==> src/rtl/encrypter_seq_ctrl_if.sv <==
// Requester handshakes plus the byte-wide encrypter register bus driven by encrypter_seq_ctrl.
interface encrypter_seq_ctrl_if;
  logic        in_valid;
  logic        in_ready;
  logic [63:0] in_data;
  logic [63:0] in_key;
  logic        out_valid;
  logic        out_ready;
  logic [63:0] out_data;
  logic        busy;
  logic [5:0]  reg_addr;
  logic [7:0]  reg_wdata;
  logic        reg_we;
  logic        reg_re;
  logic [7:0]  reg_rdata;

  modport master (
    input  in_valid, in_data, in_key, out_ready, reg_rdata,
    output in_ready, out_valid, out_data, busy, reg_addr, reg_wdata, reg_we, reg_re
  );

  modport slave (
    output in_valid, in_data, in_key, out_ready, reg_rdata,
    input  in_ready, out_valid, out_data, busy, reg_addr, reg_wdata, reg_we, reg_re
  );
endinterface

==> src/rtl/encrypter_seq_ctrl.sv <==
// Runs the cmd/data/key/clear/wait/read protocol on the encrypter register bus for one
// 64-bit request at a time and hands the 64-bit result back over a valid/ready handshake.
module encrypter_seq_ctrl #(
  parameter logic [7:0]  START_CMD = 8'h80,
  parameter int unsigned CORE_LAT  = 10,
  parameter int unsigned READ_LAT  = 0
) (
  input logic                  clk,
  input logic                  rst_n,
  encrypter_seq_ctrl_if.master bus
);
  typedef enum logic [2:0] {IDLE, WR_CMD, WR_DATA, WR_KEY, WR_CLR, WAIT, RD, DONE} state_t;

  localparam logic [7:0] WAIT_LOAD = 8'(CORE_LAT - 1);
  localparam logic [1:0] SLOT_LAST = 2'(READ_LAT);

  state_t      state, state_d;
  logic [2:0]  idx, idx_d;
  logic [7:0]  wait_cnt, wait_cnt_d;
  logic [1:0]  slot_cnt, slot_cnt_d;
  logic [63:0] data_q, key_q, out_data_q;
  logic [5:0]  addr_q, addr_d;
  logic [7:0]  wdata_q, wdata_d;
  logic        we_q, we_d, re_q, re_d, out_valid_q;
  logic        accept, slot_end;

  assign accept   = bus.in_valid && (state == IDLE);
  assign slot_end = (slot_cnt == SLOT_LAST);

  always_comb begin
    // NOTE: every signal written here gets a default first, so no path can infer a latch.
    state_d    = state;
    idx_d      = idx;
    wait_cnt_d = wait_cnt;
    slot_cnt_d = slot_cnt;
    case (state)
      IDLE:    if (bus.in_valid) state_d = WR_CMD;
      WR_CMD:  begin state_d = WR_DATA; idx_d = '0; end
      WR_DATA: begin idx_d = idx + 3'd1; if (idx == 3'd7) state_d = WR_KEY; end
      WR_KEY:  begin idx_d = idx + 3'd1; if (idx == 3'd7) state_d = WR_CLR; end
      WR_CLR: begin
        idx_d      = '0;
        slot_cnt_d = '0;
        if (CORE_LAT == 0) begin
          state_d = RD;
        end else begin
          state_d    = WAIT;
          wait_cnt_d = WAIT_LOAD;
        end
      end
      WAIT: if (wait_cnt == 8'd0) state_d = RD; else wait_cnt_d = wait_cnt - 8'd1;
      RD: begin
        if (slot_end) begin
          slot_cnt_d = '0;
          idx_d      = idx + 3'd1;
          if (idx == 3'd7) state_d = DONE;
        end else begin
          slot_cnt_d = slot_cnt + 2'd1;
        end
      end
      DONE:    if (bus.out_ready) state_d = IDLE;
      default: state_d = IDLE;
    endcase
  end

  // Bus values are decoded from the next state so the registered outputs line up with it.
  always_comb begin
    addr_d  = '0;
    wdata_d = '0;
    we_d    = 1'b0;
    re_d    = 1'b0;
    case (state_d)
      WR_CMD:  begin we_d = 1'b1; wdata_d = START_CMD; end
      WR_DATA: begin
        we_d    = 1'b1;
        addr_d  = 6'd1 + {3'b000, idx_d};
        wdata_d = data_q[{~idx_d, 3'b000} +: 8];
      end
      WR_KEY: begin
        we_d    = 1'b1;
        addr_d  = 6'd17 + {3'b000, idx_d};
        wdata_d = key_q[{~idx_d, 3'b000} +: 8];
      end
      WR_CLR:  we_d = 1'b1;
      RD:      begin re_d = 1'b1; addr_d = 6'd9 + {3'b000, idx_d}; end
      default: ;
    endcase
  end

  // NOTE: sequential state uses non-blocking assignments so every register samples pre-edge values.
  always_ff @(posedge clk or negedge rst_n) begin
    if (!rst_n) begin
      state       <= IDLE;
      idx         <= '0;
      wait_cnt    <= '0;
      slot_cnt    <= '0;
      addr_q      <= '0;
      wdata_q     <= '0;
      we_q        <= 1'b0;
      re_q        <= 1'b0;
      out_valid_q <= 1'b0;
    end else begin
      state       <= state_d;
      idx         <= idx_d;
      wait_cnt    <= wait_cnt_d;
      slot_cnt    <= slot_cnt_d;
      addr_q      <= addr_d;
      wdata_q     <= wdata_d;
      we_q        <= we_d;
      re_q        <= re_d;
      out_valid_q <= (state_d == DONE);
    end
  end

  always_ff @(posedge clk or negedge rst_n) begin
    if (!rst_n) begin
      data_q     <= '0;
      key_q      <= '0;
      out_data_q <= '0;
    end else begin
      if (accept) begin
        data_q <= bus.in_data;
        key_q  <= bus.in_key;
      end
      if (state == RD && slot_end) out_data_q[{~idx, 3'b000} +: 8] <= bus.reg_rdata;
    end
  end

  assign bus.in_ready  = (state == IDLE);
  assign bus.busy      = (state != IDLE);
  assign bus.out_valid = out_valid_q;
  assign bus.out_data  = out_data_q;
  assign bus.reg_addr  = addr_q;
  assign bus.reg_wdata = wdata_q;
  assign bus.reg_we    = we_q;
  assign bus.reg_re    = re_q;
endmodule

==> src/flat_wrapper.sv <==
// flat-port wrapper written by rule: the top's interface ports become plain ports
module encrypter_seq_ctrl_flat 
#(
  parameter logic [7:0]  START_CMD = 8'h80,
  parameter int unsigned CORE_LAT  = 10,
  parameter int unsigned READ_LAT  = 0
)
  (clk, rst_n, bus_in_valid, bus_in_data, bus_in_key, bus_out_ready, bus_reg_rdata, bus_in_ready, bus_out_valid, bus_out_data, bus_busy, bus_reg_addr, bus_reg_wdata, bus_reg_we, bus_reg_re);
  encrypter_seq_ctrl_if bus_i ();
  input logic clk;
  input logic rst_n;
  input wire logic [$bits(bus_i.in_valid)-1:0] bus_in_valid;
  input wire logic [$bits(bus_i.in_data)-1:0] bus_in_data;
  input wire logic [$bits(bus_i.in_key)-1:0] bus_in_key;
  input wire logic [$bits(bus_i.out_ready)-1:0] bus_out_ready;
  input wire logic [$bits(bus_i.reg_rdata)-1:0] bus_reg_rdata;
  output wire logic [$bits(bus_i.in_ready)-1:0] bus_in_ready;
  output wire logic [$bits(bus_i.out_valid)-1:0] bus_out_valid;
  output wire logic [$bits(bus_i.out_data)-1:0] bus_out_data;
  output wire logic [$bits(bus_i.busy)-1:0] bus_busy;
  output wire logic [$bits(bus_i.reg_addr)-1:0] bus_reg_addr;
  output wire logic [$bits(bus_i.reg_wdata)-1:0] bus_reg_wdata;
  output wire logic [$bits(bus_i.reg_we)-1:0] bus_reg_we;
  output wire logic [$bits(bus_i.reg_re)-1:0] bus_reg_re;
  assign bus_i.in_valid = bus_in_valid;
  assign bus_i.in_data = bus_in_data;
  assign bus_i.in_key = bus_in_key;
  assign bus_i.out_ready = bus_out_ready;
  assign bus_i.reg_rdata = bus_reg_rdata;
  assign bus_in_ready = bus_i.in_ready;
  assign bus_out_valid = bus_i.out_valid;
  assign bus_out_data = bus_i.out_data;
  assign bus_busy = bus_i.busy;
  assign bus_reg_addr = bus_i.reg_addr;
  assign bus_reg_wdata = bus_i.reg_wdata;
  assign bus_reg_we = bus_i.reg_we;
  assign bus_reg_re = bus_i.reg_re;
  encrypter_seq_ctrl #(.START_CMD(START_CMD), .CORE_LAT(CORE_LAT), .READ_LAT(READ_LAT)) u_core (.clk(clk), .rst_n(rst_n), .bus(bus_i));
endmodule
==> config.mk <==
export PLATFORM = sky130hd
export DESIGN_NAME = encrypter_seq_ctrl_flat
export DESIGN_NICKNAME = d
export VERILOG_FILES = /design/src/rtl/encrypter_seq_ctrl_if.sv /design/src/rtl/encrypter_seq_ctrl.sv /design/src/flat_wrapper.sv
export SDC_FILE = /design/constraint.sdc
export NUM_CORES = 1
export LEC_CHECK = 0
export ABC_AREA = 1
export CAP_MARGIN = 10
export CORE_MARGIN = 1
export CORE_UTILIZATION = 25
export DETAILED_ROUTE_END_ITERATION = 16
export PLACE_DENSITY_LB_ADDON = 0.15
export SKIP_LAST_GASP = 1
export SYNTH_ARGS = -nofsm -noshare
export SYNTH_HDL_FRONTEND = slang
export SYNTH_SLANG_ARGS = --single-unit
==> constraint.sdc <==
create_clock -name clk -period 3.9 [get_ports clk]
set_input_delay 0.585 -clock clk [delete_from_list [all_inputs] [get_ports clk]]
set_output_delay 0.585 -clock clk [all_outputs]
set_load 0.01 [all_outputs]
==> results of run 1 <==
## state kept, by name (all words and copies together) (netlist names)
name	cells
u_core.bus.reg_we	1
u_core.slot_cnt	2
u_core.data_q	64
u_core.bus.reg_wdata	8
u_core.bus.out_valid	1
u_core.idx	3
u_core.wait_cnt	8
u_core.bus.reg_re	1
u_core.key_q	64
u_core.state	3
u_core.bus.out_data	64
u_core.bus.reg_addr	5
## per-layer routing
metal | vias to the layer above | global-route usage
li1 | 3930 | -
met4 | 0 | 0.0349
met5 | - | 0
met2 | 229 | 0.246
met1 | 3868 | 0.223
met3 | 37 | 0.0288
## cells by family (layout without fill, tap and decap cells)
logic type      after synthesis  count (layout)  share of synthesized area
mux                         107             107                      0.118
compound gates              119             119                     0.0616
buf+inv                     125             347                     0.0581
other cells                   1               1                   0.000366
fa+ha+maj                     7               7                    0.00854
xor+xnor                      1               1                   0.000855
simple gates                475             475                      0.206
flops                       224             224                      0.547
## cell usage in the layout (no fill, tap or decap), types with 2 or more instances in the layout
cell type	count
o21ai_0	52
clkinv_2	5
nand4_1	21
nand3_1	125
ha_1	7
bufinv_16	5
nand3b_1	2
dfrtp_1	224
clkdlybuf4s50_1	220
nand2_4	2
inv_1	61
o21ai_1	5
inv_2	5
nor3_1	5
clkbuf_16	27
a21oi_1	49
nor2_2	3
nand3_4	3
or2_0	2
nor2_1	105
nand2_2	8
buf_4	8
mux2_2	107
a21oi_2	2
clkbuf_1	4
nand2_1	194
o31ai_1	6
buf_12	2
clkbuf_8	7
## layout make-up
class,count,area (um2)
fillers,4123,26200
flip-flops and latches,224,5610
multi-input cells,710,4090
repair buffers,231,2320
clock buffers,38,787
well taps,525,657
inverters,67,256
clock inverters,11,184
## worst max path at each step
stage | startpoint | endpoint | slack [ps] | depth (start not counted)
after floorplan | u_core.idx[0] | u_core.bus.reg_addr[2] | 1870 | 12
after global placement | u_core.slot_cnt[0] | u_core.bus.reg_addr[2] | 1220 | 13
after detailed placement | u_core.slot_cnt[0] | u_core.bus.reg_addr[2] | 1170 | 13
after CTS | u_core.slot_cnt[0] | u_core.bus.reg_addr[2] | 1160 | 13
after global routing | u_core.slot_cnt[1] | u_core.bus.reg_addr[2] | 900 | 13
final | u_core.slot_cnt[0] | u_core.bus.reg_addr[2] | 1170 | 13
## power breakdown
| part | switching, mW | internal, mW | total [mW] |
|---|---|---|---|
| registers | 0.612 | 3.37 | 3.98 |
| logic | 3.27 | 2.36 | 5.63 |
| clock network | 1.02 | 1.73 | 2.75 |
| total | 4.91 | 7.45 | 12.4 |
## per-stage QoR
stage / cells / power, mW
floorplan: 1059 / 7.70
global placement: 1757 / 9.67
detailed placement: 1757 / 9.75
CTS: 1806 / 12.6
global route: 1806 / 13.4
finish: 1806 / 12.4
==> summary.txt, run 1 <==
STA
  • Number of hold violations in the final report: 0
  • Min Hold Slack: between 40 and 50 ps
  • Setup TNS: 0 ps
  • Worst-Margin Slew: 1080 ps
  • Worst rel slew slack: 0.282
  • Slew Limit Fails: 0
  • Fin worst setup slack: 1170 ps
  • Final period util: 0.700
  • Final count of negative-setup-slack endpoints: 0
  • Max Clock Freq: 367 MHz
  • RSZ-0062 raised after global routing: false
  • Clock skew: 23.0 ps
  • Final Critical Period: 2730 ps

Routing
  • Initial drt markers: between 400 and 500
  • Uppermost layer routed: met4
  • WL met2: 14700 um
  • Detailed Routing Iterations Pass 1: 5
  • Post-Route WL: 32500 um
  • DRT met1 WL: about 15000 um
  • Antenna viol nets, final: 0
  • DR DRC count: 0
  • Met3 wire len: 1690 um
  • Vias per cell: 4.47
  • DR WL/cell: between 15 and 20 um
  • Via count: 8064

Clocking
  • Clock Latency Late Sink: 550 ps
  • Clk sinks: between 200 and 250
  • Setup repair bufs after CTS: 0
  • Total CTS buffers: 27
  • Clock tree buffer depth: 3
  • H-tree levels: 1
  • CTS resizes: 0
  • CTS root buf: clkbuf_16
  • Post-CTS Hold Buffers: 0
  • Worst-path clk slew: approximately 60 ps
  • CTS tree: yes

Yosys
  • Share of the synthesized area in the top cell type: 0.547
  • Syn_area_per_cell: 9.68 um2
  • Post-synthesis sequential area ratio: 0.547
  • Post-synthesis cell area: 10300 um2
  • Number of synthesized register bits: 224
  • Area contributors post-synth: dfrtp_1, mux2_2, nand2_1
  • Post-synth EDFFs: 0
  • Post-Syn Nets: roughly 1200
  • Synth cell types: 38
  • Main synth FF type: dfrtp_1
  • Synth area leader: dfrtp_1
  • Most frequent cell after synthesis: dfrtp_1
  • Gate Count Post-Synth: between 1000 and 1500
  • Commonest cells post-synth: dfrtp_1, nand2_1, nand3_1, mux2_2, nor2_1
  • Synth Warn #: 0
  • Async set or reset register ratio after synthesis: 1.00

Worst hold path
  • Hold WC Path Type: in -> async

GRT
  • GRT Util Overall: 0.157
  • Vias in the first global route: slightly above 8000
  • Grt total ovfl: 0
  • Initial antenna violation count: 0
  • Largest net degree at the start of global routing: 100
  • First-pass GRT wire length: slightly above 50000 um

Critical path
  • Critical Setup Path Class: reg -> reg
  • Worst path slowest cell: nand2_4
  • CP Data Arrival Time: 3160 ps
  • CP startpoint kind: flop
  • R2R setup slack: roughly 1200 ps
  • Worst path cell trace: inv_1, ha_1, nand2_1, inv_1, nor2_1, nand2_1, nand3_4, nand2_4, inv_2, ha_1, ha_1, inv_1, nor2_1
  • Buf+Inv Stages, Crit Path: 4
  • Worst path required time: 4340 ps
  • Delay-heaviest family, CP: simple AND/OR/NAND/NOR gates
  • Critical Path Max Stage Delay: 440 ps
  • Critical-path maximum fanout: 33
  • Worst r2r dst: u_core.bus.reg_addr[2]
  • Critical Path End Type: flop
  • Reg2reg start: u_core.slot_cnt[0]
  • Worst r2r path cells: 13

Power
  • Pwr dens: 889 nW/um2
  • Static Leakage: 6.19 nW
  • Worst VDD drop: approximately 0.35 mV

Place
  • Port bufs: 221
  • Hpwl dp: ~23000 um
  • DP Worst Slack: 1170 ps
  • Area after DPL: 12900 um2
  • Gp weighted congestion: 0.810

Run status
  • Status: completed

Finish
  • Final instance area: about 14000 um2
  • Diodes inserted: 0
  • Final Core Density: 0.347
  • Layout cell share with drive strength beyond 1: 0.151
  • Area Growth Syn to Fin: 35.6%
  • NumNets Final: 1408

Die
  • Placeable Area: 40100 um2
  • Die Ht: 204 um
  • Initial Util: 0.256
  • Num rows: 73
  • IO Pins: ~220
  • Die Area: 41800 um2
  • Die width: 204 um

Flow run
  • Max Cap Viol: 0
Power figures use the tool's default switching activity.
==> run 2: changes to the inputs <==
Clock period 3.9 ns to 2.3 ns, I/O delays scaled along.
==> summary.txt, run 2 (synthesis results as in run 1) <==
Run status
  • Status: completed

Routing
  • DR WL/cell: 17.7 um (-1.5%)
  • Via count: 8225 (+2.0%)
  • Antenna viol nets, final: 0 (unchanged)
  • DR DRC count: 0 (unchanged)
  • Vias per cell: 4.47 (about the same)
  • Post-Route WL: 32700 um (+0.36%)
  • Initial drt markers: 392 (-3.7%)
  • Detailed Routing Iterations Pass 1: 5 (unchanged)

Clocking
  • CTS root buf: clkbuf_16
  • H-tree levels: 1 (unchanged)
  • Clock Latency Late Sink: 550 ps (about the same)
  • Clock tree buffer depth: 3 (unchanged)
  • Worst-path clk slew: 60 ps (about the same)
  • Clk sinks: 224 (unchanged)
  • Total CTS buffers: 28 (+3.7%)
  • CTS tree: yes

Place
  • Hpwl dp: 24000 um (+2.6%)
  • Area after DPL: 13300 um2 (+2.9%)
  • Port bufs: 221 (unchanged)
  • Gp weighted congestion: 0.778 (-4.0%)

Finish
  • Most common cell after layout, fill and taps aside: dfrtp_1
  • Final instance area: 14300 um2 (+2.8%)
  • NumNets Final: 1443 (+2.5%)
  • Diodes inserted: 0 (unchanged)
  • Layout cell share with drive strength beyond 1: 0.182 (+0.0302)
  • Leading cell types in the layout, fill and taps excluded: dfrtp_1, clkdlybuf4s50_1, nand2_1
  • Area Growth Syn to Fin: 39.4%
  • Final Core Density: 0.356 (+0.00958)

GRT
  • Vias in the first global route: 8450 (+4.5%)
  • First-pass GRT wire length: 50300 um (-0.14%)
  • Largest net degree at the start of global routing: 70 (-30%)
  • GRT Util Overall: 0.156 (-0.000822)
  • Grt total ovfl: 0 (unchanged)
  • Initial antenna violation count: 0 (unchanged)

Critical path
  • Critical Setup Path Class: reg -> out
  • Critical-path maximum fanout: 6 (-82%)
  • Worst r2r path cells: 12 (-1)
  • Worst path required time: 1960 ps (-2380 ps)
  • CP startpoint kind: flop
  • Critical Path End Type: primary output
  • CP Data Arrival Time: 1900 ps (-1260 ps)

STA
  • Number of hold violations in the final report: 0 (unchanged)
  • Final Critical Period: 2240 ps
  • Worst rel slew slack: 0.573 (+0.291)
  • Clock skew: 10.3 ps (-12.6 ps)
  • Final count of negative-setup-slack endpoints: 0 (unchanged)
  • Slew Limit Fails: 0 (unchanged)
  • Worst-Margin Slew: 640 ps (-435 ps)
  • Max Clock Freq: ~450 MHz
  • Final period util: 0.974
  • RSZ-0062 raised after global routing: true
  • Min Hold Slack: 383 ps (+336 ps)

Die
  • IO Pins: 223 (unchanged)
  • Die width: 204 um (unchanged)
  • Die Area: 41800 um2 (unchanged)
  • Die Ht: 204 um (unchanged)
  • Initial Util: 0.256 (unchanged)
  • Num rows: 73 (unchanged)
  • Placeable Area: 40100 um2 (unchanged)

Power
  • Static Leakage: 6.38 nW (+3.1%)
  • Final Total Pwr: 21.5 mW (+74%)
  • Worst VDD drop: 0.683 mV (+93%)
  • Pwr dens: 1510 nW/um2 (+69%)

Worst hold path
  • Hold WC Path Type: in -> reg
  • Hold depth: 3

Flow run
  • Max Cap Viol: 0 (unchanged)
## run 2: metrics by stage
step	cells	TNS [ps]	setup slack (ps)
6_report	1841	0	59.5
5_1_grt	1841	-8.91	-8.91
4_1_cts	1841	0	13.2
3_5_place_dp	1787	0	22.4
3_3_place_gp	1787	0	60.5
2_1_floorplan	1059	0	265
## run 2: what timing repair did
item,4_1_cts,5_1_grt
setup buffers,3,0
gates resized for setup,5,8
hold buffers,1,0
endpoints found under the hold margin,63,0
endpoints found under the setup margin,3,10
pin swaps,0,1
## run 2: worst max-delay path, cell delays in order, from the launching register on
cell             delay [ps]
dfrtp_2                 440
nor2_1                  140
nand2_2                 110
inv_2                   120
clkdlybuf4s50_1         540
## run 2: cell type report
class	count	area (um2)
fill	4067	25800
sequential	224	5610
multi-input combinational	710	4110
timing repair buffer	265	2730
clock buffer	39	812
tap	525	657
inverter	67	259
clock inverter	11	108
## run 2: metal layers
| metal | wire (um) | part of all wire | track usage |
|---|---|---|---|
| met1 | 15200 | 0.46 | 0.214 |
| met4 | 574 | 0.018 | 0.0296 |
| met2 | 15300 | 0.47 | 0.258 |
| met5 | 0 | 0 | 0 |
| met3 | 1620 | 0.050 | 0.0261 |
## run 2: power by group
part / internal (mW) / switching [mW]
combinational: 4.66 / 5.80
clock: 2.57 / 1.76
sequential: 5.72 / 1.02
total: 13.0 / 8.57
## run 2: final timing paths
check / end / slack, ps / from
min in group asynchronous: u_core.bus.out_data[4] / 390 / rst_n
setup reg to reg: u_core.bus.reg_wdata[4] / 160 / u_core.idx[0]
hold reg to reg: u_core.bus.out_data[39] / 480 / u_core.bus.out_data[39]
max in group asynchronous: u_core.key_q[32] / 1190 / rst_n
setup / recovery: bus_in_ready / 60 / u_core.state[0]
hold / removal: u_core.data_q[23] / 380 / bus_in_data[23]
